`src/rtl/serial_adder_if.sv`:
```
// Operand/result bundle between a serial_adder and its requester.
// The master drives the request fields; the slave returns status and the registered result.
interface serial_adder_if #(
    parameter int WIDTH = 8
);
    logic             start;
    logic [WIDTH-1:0] a;
    logic [WIDTH-1:0] b;
    logic             cin;
    logic             sub;
    logic             busy;
    logic             done;
    logic [WIDTH-1:0] sum;
    logic             cout;
    logic             overflow;

    modport master (
        output start, a, b, cin, sub,
        input  busy, done, sum, cout, overflow
    );

    modport slave (
        input  start, a, b, cin, sub,
        output busy, done, sum, cout, overflow
    );
endinterface

```
`src/rtl/serial_adder.sv`:
```
// Multi-cycle add/subtract, STEP bits per cycle LSB first; result ready WIDTH/STEP cycles after start.
// start is ignored while busy; a start in the done cycle chains straight into the next operation.
module serial_adder #(
    parameter int WIDTH = 8,
    parameter int STEP  = 1
) (
    input  logic          clk,
    input  logic          reset,
    serial_adder_if.slave bus
);
    if (WIDTH < 2 || WIDTH > 64) begin : g_bad_width
        $error("serial_adder: WIDTH must be in 2..64");
    end
    if (STEP < 1 || (WIDTH % STEP) != 0) begin : g_bad_step
        $error("serial_adder: WIDTH must be a multiple of STEP");
    end

    localparam int N     = WIDTH / STEP;
    localparam int CNT_W = (N > 1) ? $clog2(N) : 1;

    typedef enum logic [1:0] {IDLE, RUN, DONE} state_e;

    state_e             state_q, state_d;
    logic [WIDTH-1:0]   a_q, a_d, b_q, b_d, acc_q, acc_d;
    logic [WIDTH-1:0]   sum_q, sum_d;
    logic [CNT_W-1:0]   cnt_q, cnt_d;
    logic               carry_q, carry_d, cout_q, cout_d, ovf_q, ovf_d;

    logic [STEP-1:0]    step_a, step_b, step_s;
    logic [STEP:0]      step_res;
    logic               step_c;
    logic               accept;

    always_comb begin
        step_a   = a_q[STEP-1:0];
        step_b   = b_q[STEP-1:0];
        step_res = {1'b0, step_a} + {1'b0, step_b} + {{STEP{1'b0}}, carry_q};
        step_s   = step_res[STEP-1:0];
        step_c   = step_res[STEP];
        accept   = bus.start && (state_q != RUN);

        state_d = state_q;
        a_d     = a_q;
        b_d     = b_q;
        acc_d   = acc_q;
        carry_d = carry_q;
        cnt_d   = cnt_q;
        sum_d   = sum_q;
        cout_d  = cout_q;
        ovf_d   = ovf_q;

        if (state_q == RUN) begin
            a_d     = a_q >> STEP;
            b_d     = b_q >> STEP;
            carry_d = step_c;
            // Partial sum enters at the top so the final step leaves it LSB-aligned.
            acc_d   = (acc_q >> STEP) | (WIDTH'(step_s) << (WIDTH - STEP));
            cnt_d   = cnt_q + 1'b1;
            if (cnt_q == CNT_W'(N - 1)) begin
                state_d = DONE;
                sum_d   = acc_d;
                cout_d  = step_c;
                // Carry into the MSB is recovered from the MSB sum bit.
                ovf_d   = step_a[STEP-1] ^ step_b[STEP-1] ^ step_s[STEP-1] ^ step_c;
            end
        end else if (accept) begin
            state_d = RUN;
            a_d     = bus.a;
            b_d     = bus.b ^ {WIDTH{bus.sub}};
            carry_d = bus.cin ^ bus.sub;
            cnt_d   = '0;
            acc_d   = '0;
        end else begin
            state_d = IDLE;
        end
    end

    always_ff @(posedge clk) begin
        if (reset) begin
            state_q <= IDLE;
            a_q     <= '0;
            b_q     <= '0;
            acc_q   <= '0;
            carry_q <= 1'b0;
            cnt_q   <= '0;
            sum_q   <= '0;
            cout_q  <= 1'b0;
            ovf_q   <= 1'b0;
        end else begin
            state_q <= state_d;
            a_q     <= a_d;
            b_q     <= b_d;
            acc_q   <= acc_d;
            carry_q <= carry_d;
            cnt_q   <= cnt_d;
            sum_q   <= sum_d;
            cout_q  <= cout_d;
            ovf_q   <= ovf_d;
        end
    end

    assign bus.busy     = (state_q == RUN);
    assign bus.done     = (state_q == DONE);
    assign bus.sum      = sum_q;
    assign bus.cout     = cout_q;
    assign bus.overflow = ovf_q;
endmodule

```
`src/flat_wrapper.sv`:
```
// flat-port wrapper written by rule: the top's interface ports become plain ports
module serial_adder_flat 
#(
    parameter int WIDTH = 8,
    parameter int STEP  = 1
)
  (clk, reset, bus_start, bus_a, bus_b, bus_cin, bus_sub, bus_busy, bus_done, bus_sum, bus_cout, bus_overflow);
  serial_adder_if #(.WIDTH(WIDTH)) bus_i ();
  input  logic clk;
  input  logic reset;
  input wire logic [$bits(bus_i.start)-1:0] bus_start;
  input wire logic [$bits(bus_i.a)-1:0] bus_a;
  input wire logic [$bits(bus_i.b)-1:0] bus_b;
  input wire logic [$bits(bus_i.cin)-1:0] bus_cin;
  input wire logic [$bits(bus_i.sub)-1:0] bus_sub;
  output wire logic [$bits(bus_i.busy)-1:0] bus_busy;
  output wire logic [$bits(bus_i.done)-1:0] bus_done;
  output wire logic [$bits(bus_i.sum)-1:0] bus_sum;
  output wire logic [$bits(bus_i.cout)-1:0] bus_cout;
  output wire logic [$bits(bus_i.overflow)-1:0] bus_overflow;
  assign bus_i.start = bus_start;
  assign bus_i.a = bus_a;
  assign bus_i.b = bus_b;
  assign bus_i.cin = bus_cin;
  assign bus_i.sub = bus_sub;
  assign bus_busy = bus_i.busy;
  assign bus_done = bus_i.done;
  assign bus_sum = bus_i.sum;
  assign bus_cout = bus_i.cout;
  assign bus_overflow = bus_i.overflow;
  serial_adder #(.WIDTH(WIDTH), .STEP(STEP)) u_core (.clk(clk), .reset(reset), .bus(bus_i));
endmodule
```
`config.mk`:
```
export PLATFORM = sky130hd
export DESIGN_NAME = serial_adder_flat
export DESIGN_NICKNAME = d
export VERILOG_FILES = /design/src/rtl/serial_adder_if.sv /design/src/rtl/serial_adder.sv /design/src/flat_wrapper.sv
export SDC_FILE = /design/constraint.sdc
export NUM_CORES = 1
export LEC_CHECK = 0
export ABC_CLOCK_PERIOD_IN_PS = 4600
export BUFFER_PORTS_ARGS = -buffer_cell sky130_fd_sc_hd__buf_2
export CORE_ASPECT_RATIO = 1.75
export CORE_UTILIZATION = 61
export CTS_BUF_LIST = sky130_fd_sc_hd__clkbuf_2
export CTS_CLUSTER_SIZE = 14
export DETAILED_ROUTE_END_ITERATION = 6
export PLACE_DENSITY = 0.95
export SLEW_MARGIN = 20
export SYNTH_ARGS = -nofsm -noshare
export SYNTH_HDL_FRONTEND = slang
export SYNTH_SLANG_ARGS = --single-unit
```
`constraint.sdc`:
```
create_clock -name clk -period 4.6 [get_ports clk]
set_input_delay 0.46 -clock clk [delete_from_list [all_inputs] [get_ports clk]]
set_output_delay 0.46 -clock clk [all_outputs]
set_load 0.01 [all_outputs]
```
==> summary.txt <==
routed vias/inst: 5.46
most frequent cell after synthesis: dfxtp_1
worst slew pin tran: 0.946 ns
syn avg cell area: 8.80 sq um
post-CTS setup buffer count: 0
Post-synth ARST share: 0%
pin count of the biggest net entering global routing: 41
clk buf depth: 2
CTS Buf Count: 5
Rows: 25
wire per inst: 11.6 um
Synth Area in Compound Gates: 17.4%
Mapped Cells: 195
DP Wirelength: 1940 um
H-tree depth: 2
Tmin final: 2.48 ns
Synth Area in Simple Gates: 16.9%
Primary FF master, synth: dfxtp_1
largest family of logic cells by synthesized area: compound AO/OA/AOI/OAI gates
max_cap viols: 0
Routability Congestion: 0.726
via count: 1343
diode count: 0
clock slew at reported path FFs: 0.19 ns
top cell type's share of synthesized area: 45.5%
Setup CP Type: register to primary output
CTS tree: yes
Die Area: 3040 sq um
Syn-to-layout area delta: 8.17%
Cell Int Power: 0.425 mW
Remaining Overflow, GRT: 0
Fin. Hold Viols: 0
Post-Route WL: 2840 um
post-CTS sizing: 0
crit-path max cell delay: 0.74 ns
Final Power: 0.590 mW
slowest stage cell, crit path: nand2b_1
post-synthesis mux area share: 4.67%
DR pass1 iterations: 5
VDD IR max: 0.240 mV
setup TNS: 0 ns
XOR/XNOR Fraction of Synth Area: 6.13%
Synth Warn #: 0
final antenna-violating net count: 0
Synth Register Bits: 39
syn nets: 219
Synth area leaders: dfxtp_1 46%, a21oi_1 6.7%, nand2_1 6.3%
CTS Root Cell: clkbuf_2
Leak: 0.771 nW
critical path launch point type: register
vias in the first global route: 1185
sw power: 0.165 mW
EDFF count, synth: 0
drt initial violations: 39
Num Clock Sinks: 39
sequential share of power: 61.3%
Port Buf Inserts: 32
clock share of power: 24.8%
Comb power frac: 13.9%
gr usage total: 20.9%
Yosys top cell by area: dfxtp_1
Hold Path Class: primary input to register
hold bufs inserted after CTS: 0
first-pass GRT wire length: 4910 um
layout cell share with drive strength beyond 1: 20.1%
initial antenna violation count: 0
Die Y: 72.2 um
Final Skew: 0.00673 ns
core area: 2690 sq um
switching portion of total power: 27.9%
die width: 42.1 um
CP endpoint kind: primary output
period utilisation layout: 53.9%
Critical Path AT: 2.02 ns
PwrDens: 318 nW/um^2
crit-path max FO: 28
nets: 242
Mapped Area: 1720 sq um
Starting Density: 63.8%
Slew headroom: 36.9%
RSZ-0062 raised after global routing: false
fin. max-slew vios: 0
post-synthesis sequential area ratio: 45.5%
final setup vio count: 0
Unique masters post-synth: 28
synth cell count leaders: 39 x dfxtp_1, 29 x nand2_1, 23 x a21oi_1, 21 x nor2_1
I/O pin cnt: 33
DRC viols: 0
status: finished clean
cells along the critical path: nand2b_1 > inv_4 > buf_2
fmax: 403 MHz
Post-Synth Adder-Cell Area: 2.63%
Clock Latency Late Sink: 0.39 ns
CP required: 4.14 ns
## path summary, 6_finish.rpt
check	startpoint	slack [ns]	cells past startpoint	to
setup / recovery	u_core.state_q[1]	2.12	3	bus_busy
hold / removal	bus_a[7]	0.34	3	u_core.a_q[7]
setup reg to reg	u_core.state_q[1]	2.72	4	u_core.b_q[4]
hold reg to reg	u_core.bus.sum[3]	0.46	2	u_core.bus.sum[3]
## cells in the final DEF (no fill, tap or decap), types with 4 or more instances in the layout
cell type  count
a211oi_1      11
nor2_1        21
inv_1          4
nand2_1       29
a211o_1        7
a21oi_1       23
dfxtp_1       39
mux2i_1        8
buf_2         32
clkbuf_2       5
nand3_1       10
xnor2_1       11
## stage by stage
step / std cells / worst slack (ns) / cell area [sq um] / util (%) / hold slack (ns)
floorplan: 195 / 3.16 / 1720 / - / 0.432
global placement: 238 / 2.58 / 1820 / 67.5 / 0.439
detailed placement: 238 / 2.55 / 1820 / 67.5 / 0.444
CTS: 246 / 2.08 / 1860 / 69.0 / 0.329
global route: 246 / 1.90 / 1860 / 69.0 / 0.355
finish: 246 / 2.12 / 1860 / 69.0 / 0.340
## metal layers
| layer | up-vias | track usage [%] | share of wire [%] |
|---|---|---|---|
| met5 | - | 0 | 0 |
| met2 | 26 | 37.7 | 53 |
| met3 | 6 | 6.22 | 3.7 |
| met4 | 0 | 9.38 | 2.1 |
| li1 | 708 | - | - |
| met1 | 603 | 22.0 | 42 |
## area by class of cell
| cell class | count | area, sq um |
|---|---|---|
| clock inverters | 3 | 15.0 |
| flip-flops and latches | 39 | 781 |
| inverters | 5 | 21.3 |
| multi-input cells | 135 | 820 |
| fillers | 235 | 835 |
| repair buffers | 32 | 160 |
| clock buffers | 5 | 25.0 |
| well taps | 27 | 33.8 |
## cell families (layout without fill, tap and decap cells)
kind of cell,count (synthesis),count (layout)
and+or+nand+nor,68,68
AOI/OAI and AO/OA,44,44
DFF,39,39
buffers and inverters,21,45
xor gates and xnor gates,12,12
muxes,8,8
adders and majority gates,3,3
## power by group through the flow
stage / logic, mW / clock network (mW) / registers [mW]
CTS: 0.0830 / 0.148 / 0.362
detailed placement: 0.0828 / 0 / 0.368
floorplan: 0.0703 / 0 / 0.366
global placement: 0.0805 / 0 / 0.368
finish: 0.0821 / 0.146 / 0.362
global route: 0.0923 / 0.162 / 0.364
## worst max-delay path, delay by kind of cell (launching register included)
| kind | cells | cell delay, ns |
|---|---|---|
| buffers and inverters | 2 | 0.50 |
| and+or+nand+nor | 1 | 0.74 |
| DFF | 1 | 0.38 |
## registers in the layout, indices dropped and copies added (netlist names), 2 cells and up
register and cells:
u_core.a_q 8, u_core.b_q 8, u_core.bus.sum 8, u_core.acc_q 7, u_core.cnt_q 3, u_core.state_q 2
(Power assumes the default switching activity.)
